### config.mk
export PLATFORM = sky130hd
export DESIGN_NAME = ga_vec_seq
export DESIGN_NICKNAME = d
export VERILOG_FILES = /design/src/rtl/ga_pkg.sv /design/src/rtl/ga_gap_timer.sv /design/src/rtl/ga_vec_seq.sv
export SDC_FILE = /design/constraint.sdc
export NUM_CORES = 1
export LEC_CHECK = 0
export ABC_AREA = 0
export CORE_MARGIN = 2
export CORE_UTILIZATION = 49
export DETAILED_ROUTE_END_ITERATION = 12
export PLACE_DENSITY = 0.79
export SLEW_MARGIN = 15
export SYNTH_ARGS = -nofsm -noshare
export SYNTH_HDL_FRONTEND = slang
export SYNTH_SLANG_ARGS = --single-unit
### constraint.sdc
create_clock -name clk -period 2.6 [get_ports clk]
set_clock_uncertainty 0.15 [all_clocks]
set_input_delay 0.65 -clock clk [delete_from_list [all_inputs] [get_ports clk]]
set_output_delay 0.65 -clock clk [all_outputs]
set_load 0.005 [all_outputs]
### src/rtl/ga_pkg.sv
// Shared definitions for the walking-ones operand sequencer: state encodings,
// vec_count width and the all-ones mask helper.
package ga_pkg;

  typedef enum logic [1:0] {
    S_IDLE  = 2'd0,
    S_DRIVE = 2'd1,
    S_GAP   = 2'd2,
    S_DONE  = 2'd3
  } state_t;

  // Counter width able to hold the full sequence length WIDTH*(WIDTH-1).
  function automatic int cnt_width(input int width);
    return $clog2(width * (width - 1) + 1);
  endfunction

  function automatic logic [63:0] ones_mask(input int width);
    return (width >= 64) ? {64{1'b1}} : ((64'd1 << width) - 64'd1);
  endfunction

endpackage

### src/rtl/ga_gap_timer.sv
// Loadable down-counter that times the idle gap after each accepted vector.
// Loaded with GAP-1 on accept so that expire is seen on the last idle cycle.
module ga_gap_timer #(
  parameter  int GAP = 1,
  localparam int TW  = (GAP > 1) ? $clog2(GAP) : 1
) (
  input  logic clk,
  input  logic rst_n,
  input  logic load,
  output logic expire
);

  logic [TW-1:0] r_cnt;

  always_ff @(posedge clk or negedge rst_n) begin
    if (!rst_n) begin
      r_cnt <= '0;
    end else if (load) begin
      r_cnt <= TW'(GAP - 1);
    end else if (r_cnt != '0) begin
      r_cnt <= r_cnt - TW'(1);
    end
  end

  assign expire = (r_cnt == '0);

endmodule

### src/rtl/ga_vec_seq.sv
// Walking-ones operand sequencer: a fills from the LSB, b drains from the MSB,
// each pair offered on valid/ready with an optional idle gap after every accept.
module ga_vec_seq
  import ga_pkg::*;
#(
  parameter  int WIDTH = 16,
  parameter  int GAP   = 1,
  localparam int CW    = cnt_width(WIDTH)
) (
  input  logic             clk,
  input  logic             rst_n,
  input  logic             start,
  output logic [WIDTH-1:0] a,
  output logic [WIDTH-1:0] b,
  output logic             valid,
  input  logic             ready,
  output logic             last,
  output logic             busy,
  output logic             done,
  output logic [CW-1:0]    vec_count
);

  localparam logic [WIDTH-1:0] ALL_ONES = WIDTH'(ones_mask(WIDTH));
  localparam logic [WIDTH-1:0] ONE      = WIDTH'(1);

  state_t           r_state;
  state_t           w_next;
  logic [WIDTH-1:0] r_a;
  logic [WIDTH-1:0] r_b;
  logic [CW-1:0]    r_cnt;

  logic [WIDTH-1:0] w_a_grow;
  logic             w_b_is_one;
  logic             w_valid;
  logic             w_last;
  logic             w_accept;
  logic             w_start;
  logic             w_gap_expire;

  assign w_a_grow   = (r_a << 1) | ONE;
  assign w_b_is_one = (r_b == ONE);
  assign w_valid    = (r_state == S_DRIVE);
  // a never reaches all ones: the pair before that wrap is the final vector.
  assign w_last     = w_valid && w_b_is_one && (w_a_grow == ALL_ONES);
  assign w_accept   = w_valid && ready;
  assign w_start    = start && ((r_state == S_IDLE) || (r_state == S_DONE));

  generate
    if (GAP > 0) begin : g_gap
      ga_gap_timer #(.GAP(GAP)) u_gap_timer (
        .clk    (clk),
        .rst_n  (rst_n),
        .load   (w_accept && !w_last),
        .expire (w_gap_expire)
      );
    end else begin : g_no_gap
      assign w_gap_expire = 1'b1;
    end
  endgenerate

  always_ff @(posedge clk or negedge rst_n) begin
    if (!rst_n) begin
      r_state <= S_IDLE;
    end else begin
      r_state <= w_next;
    end
  end

  always_comb begin
    w_next = r_state;
    case (r_state)
      S_IDLE, S_DONE: begin
        if (start) w_next = S_DRIVE;
      end
      S_DRIVE: begin
        if (w_accept) begin
          if (w_last)       w_next = S_DONE;
          else if (GAP > 0) w_next = S_GAP;
          else              w_next = S_DRIVE;
        end
      end
      S_GAP: begin
        if (w_gap_expire) w_next = S_DRIVE;
      end
      default: w_next = S_IDLE;
    endcase
  end

  always_ff @(posedge clk or negedge rst_n) begin
    if (!rst_n) begin
      r_a   <= ONE;
      r_b   <= ALL_ONES;
      r_cnt <= '0;
    end else if (w_start) begin
      r_a   <= ONE;
      r_b   <= ALL_ONES;
      r_cnt <= '0;
    end else if (w_accept) begin
      r_cnt <= r_cnt + CW'(1);
      if (!w_last) begin
        if (w_b_is_one) begin
          r_a <= w_a_grow;
          r_b <= ALL_ONES;
        end else begin
          r_b <= r_b >> 1;
        end
      end
    end
  end

  assign a         = r_a;
  assign b         = r_b;
  assign valid     = w_valid;
  assign last      = w_last;
  assign busy      = (r_state == S_DRIVE) || (r_state == S_GAP);
  assign done      = (r_state == S_DONE);
  assign vec_count = r_cnt;

endmodule

# --- Word level (Yosys, flattened, before mapping) ---
# Index checks and enable logic that the tools add are counted.
# Widths: inputs -> output; s select.
op_classes:
  n_mux: 17
  reduce_logical: 15
  eq_ne: 9
  addsub: 2
op_table:
  columns: ["cell", "count"]
  rows:
  - ["$mux 16", 8]
  - ["$eq 16x1->1 const B", 1]
  - ["$mux 8", 2]
  - ["$eq 15x15->1 const B", 1]
  - ["$add 8x1->8 const B", 1]
  - ["$mux 2", 3]
  - ["$pmux 2 s3", 1]
  - ["$reduce_and 3->1", 2]
  - ["$logic_and 1x1->1", 5]
  - ["$eq 2x2->1 const B", 2]
  - ["$ne 2x1->1 const B", 2]
  - ["$ne 2x2->1 const B", 2]
  - ["$reduce_bool 2->1", 2]
  - ["$mux 1", 3]
  - ["$eq 2x1->1 const B", 1]
  - ["$logic_not 2->1", 1]
  - ["$logic_or 1x1->1", 2]
  - ["$reduce_and 2->1", 1]
  - ["$reduce_or 2->1", 1]
  - ["$logic_not 1->1", 1]
  - ["$sub 1x1->1 const B", 1]
word_totals:
  wordCells: 48
  inputBits: 4
  reg_bits: 43
  out_inout_bits: 44

# --- Longest topological paths before layout ---
logic_depth:
  ltp_word: 6
  depth_mapped: 8
  mapped_depth_nobuf: 6

# --- By module ---
# A second synthesis with hierarchy kept.
hier_totals:
  cells_unflattened: 178
  hier_area_um2: 1988.2
by_module_without_submodules:
  columns: ["module", "cells_each", "area_per_inst_um2", "instances", "seq_area_each_um2"]
  rows:
  - ["ga_vec_seq", 176, 1976.9, 1, 1046.0]
  - ["ga_gap_timer", 2, 11.3, 1, 0.0]

# --- Least setup slack after synthesis ---
# Ideal clock, no wire load.
synth_timing:
  path_kind: "reg2out"
  start: "reg r_state[1]"
  end: "out last"
  required_ns: 1.800
  n_path_buf: 0
  slack_ns: 0.372
  path_stages_with_launch: 7
  arrival_time_ns: 1.428
  cell_sequence: "dfrtp_1 inv_1 ha_1 nand4_1 nor4_2 nand2b_1 inv_1"
synth_via:
  elab_chain_cells: 3
synth_lines:
  columns: ["element", "line", "rtl"]
  rows:
  - ["start: declaration", "ga_vec_seq.sv:26", "state_t r_state;"]
  - ["start signal: assignment", "ga_vec_seq.sv:65", "r_state <= w_next;"]
  - ["$eq 2x1->1", "ga_vec_seq.sv:42", "assign w_valid = (r_state == S_DRIVE);"]
  - ["named net valid", "ga_vec_seq.sv:15", "output logic valid,"]
  - ["$logic_and 1x1->1 (2 in series)", "ga_vec_seq.sv:44", "assign w_last = w_valid && w_b_is_one && (w_a_grow == ALL_ONES);"]
  - ["end: declaration", "ga_vec_seq.sv:17", "output logic last,"]
# The timed path passes the listed nets, and every way through them passes these cells.

# --- Final worst setup path ---
layout_timing:
  start: "reg r_state[1]"
  end: "out last"
layout_via:
  elab_chain_cells: 3
layout_lines:
  columns: ["element", "line"]
  rows:
  - ["$eq 2x1->1", "ga_vec_seq.sv:42"]
  - ["$logic_and 1x1->1 (2 in series)", "ga_vec_seq.sv:44"]
# Every way passes these cells.

==> metrics.txt <==
Yosys warning count=0; Clock Latency Late Sink=about 0.29 ns; Slew Limit Fails=0; CTS buffer count=5; Worst Path Arrival=1.74 ns; Relative slew margins=0.405; cts hold-fix bufs=0; Worst Setup End Kind=output pin; area grow syn2layout=38.8%; Max VDD drop=0.370 mV; GRT Total Usage=0.208; Pwr Total=around 1.8 mW; Synth Net Count=180; Die ar.=4440 µm²; DR WL/cell=15.1 µm; DRT Pass-1 Iters=4; I/O pin count=48; Crit path largest cell delay=roughly 0.38 ns; path depth of the worst reg2reg path=14; DR vias=1527; area leader, netlist=dfrtp_1; PwrDens=685 nW/µm²; Initial Utilization=0.518; WL final=around 4300 µm; vias in the first global route=1528; status=complete, no violations; RR Startpoint=r_state[1]$_DFFE_PN0P_; HP Class=in -> async; setup ws final=0.0632 ns; Antenna Nets Post-Route=0; top fanout value on the critical path=2; CTS tree=built; top post-synthesis cells by count=dfrtp_1, nor2_1, nand2_1; DR vias/cell=approximately 5.4; Synth async-reset ratio=1.00; Setup-failing EPs final=0; Syn Area/Cell=11.1 µm²; Post-DP HPWL=just under 3000 µm; Cells after Synth=173; total grt overflow=0; DRC viols=0; Worst path depth=8; critical path class=reg -> out; Worst path slowest cell=dfrtp_1; R2R Path End=r_state[0]$_DFFE_PN0P_; EDFF count, synth=0; CTS clk-pin slew, worst paths=0.08 ns; cell count after placement=about 260; Initial DRC Count=62; Hold Violations, Final=0; sequential element share of the synthesized area=0.544; Die Ht=roughly 67 µm; leak pwr=1.12 nW; RSZ-0062 raised after global routing=yes; pin count of the biggest net entering global routing=42; Synth Register Bits=41; post-route minimum period=~2.5 ns; crit-path leading delay family=simple AND/OR/NAND/NOR gates; clock sinks=41; core area=~3700 µm²; Post-Place Setup Slack=0.0233 ns; # diodes=0; Port Buffer Count=46; worst-path cell chain=inv_1, ha_2, nand4_1, nor4_4, nand2b_4, buf_6, inv_2, clkbuf_2; Chip Width=about 67 µm; dominant cell by count in the synthesized netlist=dfrtp_1; setup tns final=0 ns; Fmax achieved=394 MHz; Worst-Margin Slew=0.892 ns; max cap viols=0; row count=22; Area contributors post-synth=dfrtp_1, dfstp_2, mux2i_1, a22oi_1, nor2_1; Distinct cells, synth=34; global-route wire length before repair=6940 µm; Non-Filler Instances=283; Bufs and invs on worst path=4; Crit path required time=1.80 ns; mapped cell area=1920 µm²; fin crit share=0.976; Placer Congestion=0.755; layout cells sized above 1=0.243; Register-to-Register Setup Slack=0.12 ns; Max Root-Sink Buffers=2; Setup crit start kind=flop; initial antenna violation count=0; Final Util=0.719; Top FF cell, synth=dfrtp_1; nets@finish=241; Synth top area share=0.325; root buffer cell=clkbuf_8; H-tree depth=2
## flip-flops by register name (all words and copies together) (netlist names)
name,cells
vec_count,8
b,16
a,15
r_state,2
## through the flow
stage | hold slack, ns | cell area, µm²
global placement | 0.361 | 2420
global route | 0.402 | 2670
finish | 0.332 | 2670
floorplan | 0.204 | 1920
detailed placement | 0.368 | 2420
CTS | 0.361 | 2670
## report_power, final
part	total [mW]	switching, mW	internal [mW]
clock network	0.446	0.206	0.240
logic	0.590	0.317	0.273
registers	0.792	0.0728	0.719
total	1.83	0.596	1.23
## cell type report
type,instances,area (µm²)
sequential,41,1050
fill,254,1050
multi-input combinational,118,843
timing repair buffer,64,604
clock buffer,7,96.3
tap,48,60.1
inverter,4,15.0
clock inverter,1,5.00
## cells in the final DEF (no fill, tap or decap), drive strengths merged
cell type / n
a21oi: 4
a22oi: 15
a31oi: 1
and2: 4
and3: 1
and4: 1
buf: 19
clkbuf: 8
clkdlybuf4s50: 44
clkinv: 1
conb: 1
dfrtp: 25
dfstp: 16
ha: 3
inv: 4
mux2i: 14
nand2: 21
nand2b: 3
nand3: 1
nand4: 8
nor2: 24
nor3: 1
nor4: 4
nor4b: 1
o21a: 1
o21ai: 2
or4: 1
xnor2: 1
xor2: 6
## worst max-delay path by stage
stage	startpoint	to
after detailed placement	b[0]$_DFFE_PN1P_	last
after global placement	b[0]$_DFFE_PN1P_	last
final	r_state[1]$_DFFE_PN0P_	last
after floorplan	r_state[1]$_DFFE_PN0P_	last
after CTS	r_state[1]$_DFFE_PN0P_	r_state[0]$_DFFE_PN0P_
after global routing	r_state[1]$_DFFE_PN0P_	last
## worst register-to-register path, cell delays in order, from the launching register on
cell	delay, ns
dfrtp_1	0.38
inv_1	0.06
ha_2	0.18
nand4_1	0.15
nor4_4	0.33
nand2b_4	0.10
buf_6	0.12
buf_6	0.10
buf_4	0.12
buf_6	0.10
buf_4	0.12
buf_4	0.12
buf_4	0.12
buf_6	0.11
a31oi_4	0.13
## routing by layer
| metal | up-vias | GRT usage | share of wire |
|---|---|---|---|
| met1 | 752 | 0.265 | 0.44 |
| li1 | 725 | - | - |
| met4 | 0 | 0.0893 | 0.015 |
| met2 | 41 | 0.344 | 0.50 |
| met5 | - | 0 | 0 |
| met3 | 9 | 0.0422 | 0.041 |
## repair_timing
action | 4_1_cts | 5_1_grt
endpoints found under the setup margin | 1 | 2
pin swaps | 3 | 2
endpoints found under the hold margin | 0 | 0
setup buffers | 13 | 1
gates resized for setup | 7 | 7
## cells by family after synthesis
group                    share of synthesized area
multiplexers                                0.0728
XOR/XNOR                                    0.0319
buffers and inverters                       0.0403
flip-flops                                   0.544
AO/OA/AOI/OAI                               0.0871
other                                      0.00195
AND/OR/NAND/NOR                              0.203
adder cells (fa/ha/maj)                     0.0195
(Power assumes the default switching activity.)
